==> src/rtl/mux4_arb_pkg.sv <==
// Shared types and constants for the 4-input round-robin mux arbiter.
package mux4_arb_pkg;

  localparam int NUM_REQ = 4;
  localparam int SEL_W   = 2;

  typedef enum logic {
    IDLE = 1'b0,
    OWN  = 1'b1
  } state_e;

  function automatic logic [NUM_REQ-1:0] onehot(input logic [SEL_W-1:0] idx);
    logic [NUM_REQ-1:0] v;
    v      = '0;
    v[idx] = 1'b1;
    return v;
  endfunction

endpackage

==> src/rtl/mux4_rr_arbiter_rr_pick.sv <==
// Round-robin winner selection: first set request after the last winner, with wrap.
module rr_pick
  import mux4_arb_pkg::*;
(
  input  logic [NUM_REQ-1:0] req,
  input  logic [SEL_W-1:0]   last,
  output logic [SEL_W-1:0]   winner,
  output logic               any
);

  // Walk offsets from farthest to nearest so the nearest set request wins.
  always_comb begin
    logic [SEL_W-1:0] v_idx;
    v_idx  = last;
    winner = last;
    any    = |req;
    for (int k = NUM_REQ; k >= 1; k--) begin
      v_idx  = last + SEL_W'(k);
      winner = req[v_idx] ? v_idx : winner;
    end
  end

endmodule

==> src/rtl/mux4_rr_arbiter.sv <==
// Round-robin arbiter driving a 4:1 mux select, with a bounded hold time per owner.
module mux4_rr_arbiter
  import mux4_arb_pkg::*;
#(
  parameter int MAX_HOLD = 15,
  parameter int CNT_W    = 8
) (
  input  logic               clk,
  input  logic               rst,
  input  logic [NUM_REQ-1:0] req,
  output logic [NUM_REQ-1:0] gnt,
  output logic [SEL_W-1:0]   sel,
  output logic               gnt_valid,
  output logic               timeout
);

  state_e             r_state;
  logic [SEL_W-1:0]   r_last;
  logic [CNT_W-1:0]   r_hold_cnt;
  logic [NUM_REQ-1:0] r_gnt;
  logic [SEL_W-1:0]   r_sel;
  logic               r_valid;
  logic               r_timeout;

  state_e             w_state_nxt;
  logic [SEL_W-1:0]   w_last_nxt;
  logic [CNT_W-1:0]   w_cnt_nxt;
  logic [NUM_REQ-1:0] w_gnt_nxt;
  logic [SEL_W-1:0]   w_sel_nxt;
  logic               w_valid_nxt;
  logic               w_timeout_nxt;
  logic [SEL_W-1:0]   w_winner;
  logic               w_any;

  rr_pick u_pick (
    .req    (req),
    .last   (r_last),
    .winner (w_winner),
    .any    (w_any)
  );

  // Next-state and next-output decode; only the owner's request matters while owning.
  always_comb begin
    w_state_nxt   = r_state;
    w_last_nxt    = r_last;
    w_cnt_nxt     = r_hold_cnt;
    w_gnt_nxt     = r_gnt;
    w_sel_nxt     = r_sel;
    w_valid_nxt   = r_valid;
    w_timeout_nxt = 1'b0;
    case (r_state)
      IDLE: begin
        if (w_any) begin
          w_state_nxt = OWN;
          w_gnt_nxt   = onehot(w_winner);
          w_sel_nxt   = w_winner;
          w_valid_nxt = 1'b1;
          w_last_nxt  = w_winner;
          w_cnt_nxt   = '0;
        end else begin
          w_gnt_nxt   = '0;
          w_valid_nxt = 1'b0;
        end
      end
      OWN: begin
        if (!req[r_sel]) begin
          w_state_nxt = IDLE;
          w_gnt_nxt   = '0;
          w_valid_nxt = 1'b0;
        end else if (r_hold_cnt == CNT_W'(MAX_HOLD - 1)) begin
          w_state_nxt   = IDLE;
          w_gnt_nxt     = '0;
          w_valid_nxt   = 1'b0;
          w_timeout_nxt = 1'b1;
        end else begin
          w_cnt_nxt = r_hold_cnt + CNT_W'(1);
        end
      end
      default: begin
        w_state_nxt = IDLE;
        w_gnt_nxt   = '0;
        w_valid_nxt = 1'b0;
      end
    endcase
  end

  // All arbiter state; reset pre-loads last=3 so requester 0 is scanned first.
  always_ff @(posedge clk) begin
    if (rst) begin
      r_state    <= IDLE;
      r_last     <= 2'd3;
      r_hold_cnt <= '0;
      r_gnt      <= '0;
      r_sel      <= 2'd0;
      r_valid    <= 1'b0;
      r_timeout  <= 1'b0;
    end else begin
      r_state    <= w_state_nxt;
      r_last     <= w_last_nxt;
      r_hold_cnt <= w_cnt_nxt;
      r_gnt      <= w_gnt_nxt;
      r_sel      <= w_sel_nxt;
      r_valid    <= w_valid_nxt;
      r_timeout  <= w_timeout_nxt;
    end
  end

  assign gnt       = r_gnt;
  assign sel       = r_sel;
  assign gnt_valid = r_valid;
  assign timeout   = r_timeout;

endmodule
==> config.mk <==
export PLATFORM = sky130hd
export DESIGN_NAME = mux4_rr_arbiter
export DESIGN_NICKNAME = d
export VERILOG_FILES = /design/src/rtl/mux4_arb_pkg.sv /design/src/rtl/mux4_rr_arbiter_rr_pick.sv /design/src/rtl/mux4_rr_arbiter.sv
export SDC_FILE = /design/constraint.sdc
export NUM_CORES = 1
export LEC_CHECK = 0
export CELL_PAD_IN_SITES_DETAIL_PLACEMENT = 1
export CELL_PAD_IN_SITES_GLOBAL_PLACEMENT = 1
export CORE_MARGIN = 8
export CORE_UTILIZATION = 35
export DETAILED_ROUTE_END_ITERATION = 12
export PLACE_DENSITY_LB_ADDON = 0.3
export SYNTH_ARGS = -nofsm -noshare
export SYNTH_HDL_FRONTEND = slang
export SYNTH_SLANG_ARGS = --single-unit
==> constraint.sdc <==
create_clock -name clk -period 2.95 [get_ports clk]
set_clock_uncertainty 0.15 [all_clocks]
set_input_delay 0.295 -clock clk [delete_from_list [all_inputs] [get_ports clk]]
set_output_delay 0.295 -clock clk [all_outputs]
set_load 0.005 [all_outputs]
==> run_results.csv <==
group,metric,value,unit
placement,port_buffers,13,
logic_synthesis,async_reset_ff_share,0,%
global_route,grt_max_degree,18,
critical_path,startpoint,"req[3]",
drt,dr.first_iter.drc_count,49,
critical_path,worstPathBufferInverterCount,1,
drt,routed_wl,2370,µm
cells_and_area,register_area,380,µm²
logic_synthesis,synth_fp_nets,113,
critical_path,crit_type,"in -> reg",
critical_path,cp-start-kind,"input pin",
logic_synthesis,synth.avg_cell_area,8.70,µm²
timing,hold_viol,0,
worst_hold_path,hold_class,"reg -> reg",
drt,dr_total_vias,839,
logic_synthesis,synthDistinctLibCells,33,
clock_network,cts.sinks,19,
drt,drc,0,
drt,ant_nets,0,
outcome,status,"completed",
die,core_region_area,0.00248,mm²
flow_run,drv_cap,0,
die,die_h,67.1,µm
cells_and_area,filler_cell_count,309,
global_route,grt_first_pass_wirelength,4130,µm
die,die_area,0.00450,mm²
placement,placedCellCount,145,
critical_path,reg2reg_from,"r_state$_SDFF_PP0_",
critical_path,slowest_delay,0.56,ns
cells_and_area,final_cells,149,
cells_and_area,multi_input_area,500,µm²
power_and_ir_drop,finalPower,0.000541,W
global_route,gr-total-overflow,0,
critical_path,critPathSlowestCell,"or4_1",
cells_and_area,mostFrequentLayoutCell,"dfxtp_1",
drt,detail_route.wl_per_cell,15.9,µm
placement,dp_hpwl,1810,µm
timing,fmax,517,MHz
critical_path,cp-end-kind,"flop",
power_and_ir_drop,leakage,0.370,nW
critical_path,cp_top_family,"simple AND/OR/NAND/NOR gates",
die,rows,18,
power_and_ir_drop,vdd_ir_drop_max,0.327,mV
cells_and_area,num_antenna_cells,0,
clock_network,clkLatencyLatePin,0.31,ns
timing,tns,0,ns
worst_hold_path,worstHoldStart,"r_hold_cnt[3]$_SDFFE_PP0P_",
logic_synthesis,netlist_area,913,µm²
critical_path,crit_path_max_fanout,17,
power_and_ir_drop,p_per_area,495,mW/mm²
cells_and_area,final_cell_area,0.00109,mm²
timing,period_share,65.6,%
timing,rsz0062_at_grt,"no",
logic_synthesis,synth_edf_count,0,
placement,dpl_cell_area,0.00107,mm²
cells_and_area,nNetsFinal,128,
global_route,grt_pass1_vias,909,
logic_synthesis,yosysWarnings,0,
clock_network,cts_tree,"yes",
placement,place_congestion,0.732,
drt,first_pass_iters,5,
timing,slew_headroom,60.3,%
die,start_util,36.9,%
cells_and_area,drive_gt1_share,5.04,%
clock_network,cts_buffer_depth,2,
timing,finalMaxSlewViolations,0,
timing,worst_pin_slew,0.592,ns
global_route,track_usage,11.8,%
clock_network,cts_buffers,3,
timing,setup_viol,0,
logic_synthesis,synth-main-ff-cell,"dfxtp_1",
critical_path,cp_data_arrival_time,2.03,ns
die,die_w,67.1,µm
cells_and_area,layout_common_cells,"dfxtp_1, clkdlybuf4s50_1, a21oi_1, nor2_1",
critical_path,cp_cell_sequence,"clkdlybuf4s50_1, mux2i_1, o22a_1, or4_1, a21oi_1",
clock_network,hold_buffers,0,
timing,period_minus_slack,1.93,ns
die,io_pins,14,
logic_synthesis,netlist_instances,105,
critical_path,crit_required,3.05,ns
clock_network,htreeDepth,1,
clock_network,clk_root_buffer_cell,"clkbuf_4",
cells_and_area,syn2layout_area_growth,19.9,%
clock_network,post-cts-setup-buffer-count,0,
logic_synthesis,ys_ff_latch,19,
clock_network,cts-resized-gates,0,
drt,vias_per_cell,5.63,
logic_synthesis,yosysSeqAreaShare,41.6,%
global_route,antenna_found_initial,0,
clock_network,path_clk_slew,0.12,ns
[area by class of cell]
class	instances	area share, %
well taps	30	3.43
clock buffers	3	2.06
flip-flops and latches	19	34.7
multi-input cells	78	45.7
inverters	5	1.71
repair buffers	13	11.9
clock inverters	1	0.457
[where the power goes]
group	switching [W]	internal, W
combinational	0.0000590	0.0000547
clock	0.0000850	0.0000507
sequential	0.0000179	0.000274
[Yosys cell counts, types with 3 or more instances]
cell	instances	area, µm²
o31ai_1	5	37.5
o21ai_0	5	25.0
a21oi_1	10	50.1
nand2_1	5	18.8
nor3_1	3	15.0
inv_1	5	18.8
nor2_1	7	26.3
nand2b_1	3	18.8
dfxtp_1	19	380
a32o_1	4	40.0
or4_1	4	30.0
nor2b_1	4	25.0
o211ai_1	3	22.5
[cell families (layout without fill, tap and decap cells)]
| group | after synthesis | after routing | synth area share [%] |
|---|---|---|---|
| AND/OR/NAND/NOR | 37 | 37 | 21.9 |
| multiplexers | 2 | 2 | 2.19 |
| adder cells (fa/ha/maj) | 2 | 2 | 2.74 |
| buffers and inverters | 8 | 22 | 3.56 |
| AO/OA/AOI/OAI | 37 | 37 | 27.9 |
| flip-flops | 19 | 19 | 41.6 |
[stage by stage]
| step | hold slack, ns | utilization, % | setup WS, ns |
|---|---|---|---|
| after floorplan | 0.297 | - | 1.25 |
| after global placement | 0.310 | 43.1 | 0.735 |
| after detailed placement | 0.318 | 43.1 | 0.689 |
| after CTS | 0.345 | 44.2 | 1.02 |
| after global routing | 0.375 | 44.2 | 0.909 |
| final | 0.342 | 44.2 | 1.02 |
[worst reg2reg max path: cells and delay by family (launching register included)]
kind            cells  cell delay, ns
flops               1            0.44
compound gates      2            0.54
simple gates        2            0.65
[sequential cells by signal, indices dropped and copies added, names as in the netlist]
name and cells:
r_hold_cnt 8, gnt 4, r_last 2, sel 2
gnt_valid 1, r_state 1, timeout 1
[routing by layer]
layer,vias to the layer above,routed length [µm],track usage (%)
li1,425,-,-
met1,399,1040,12.2
met2,13,1160,20.8
met3,2,151,6.04
met4,0,10,2.35
met5,-,0,0
[worst paths after layout]
| path | endpoint | slack (ns) | depth (start not counted) |
|---|---|---|---|
| worst max-delay path | r_hold_cnt[3]$_SDFFE_PP0P_ | 1.02 | 5 |
| worst min-delay path | r_hold_cnt[3]$_SDFFE_PP0P_ | 0.34 | 2 |
| worst max register to register | r_hold_cnt[3]$_SDFFE_PP0P_ | 1.11 | 4 |
| worst min register to register | r_hold_cnt[3]$_SDFFE_PP0P_ | 0.34 | 2 |
(Power assumes the default switching activity.)
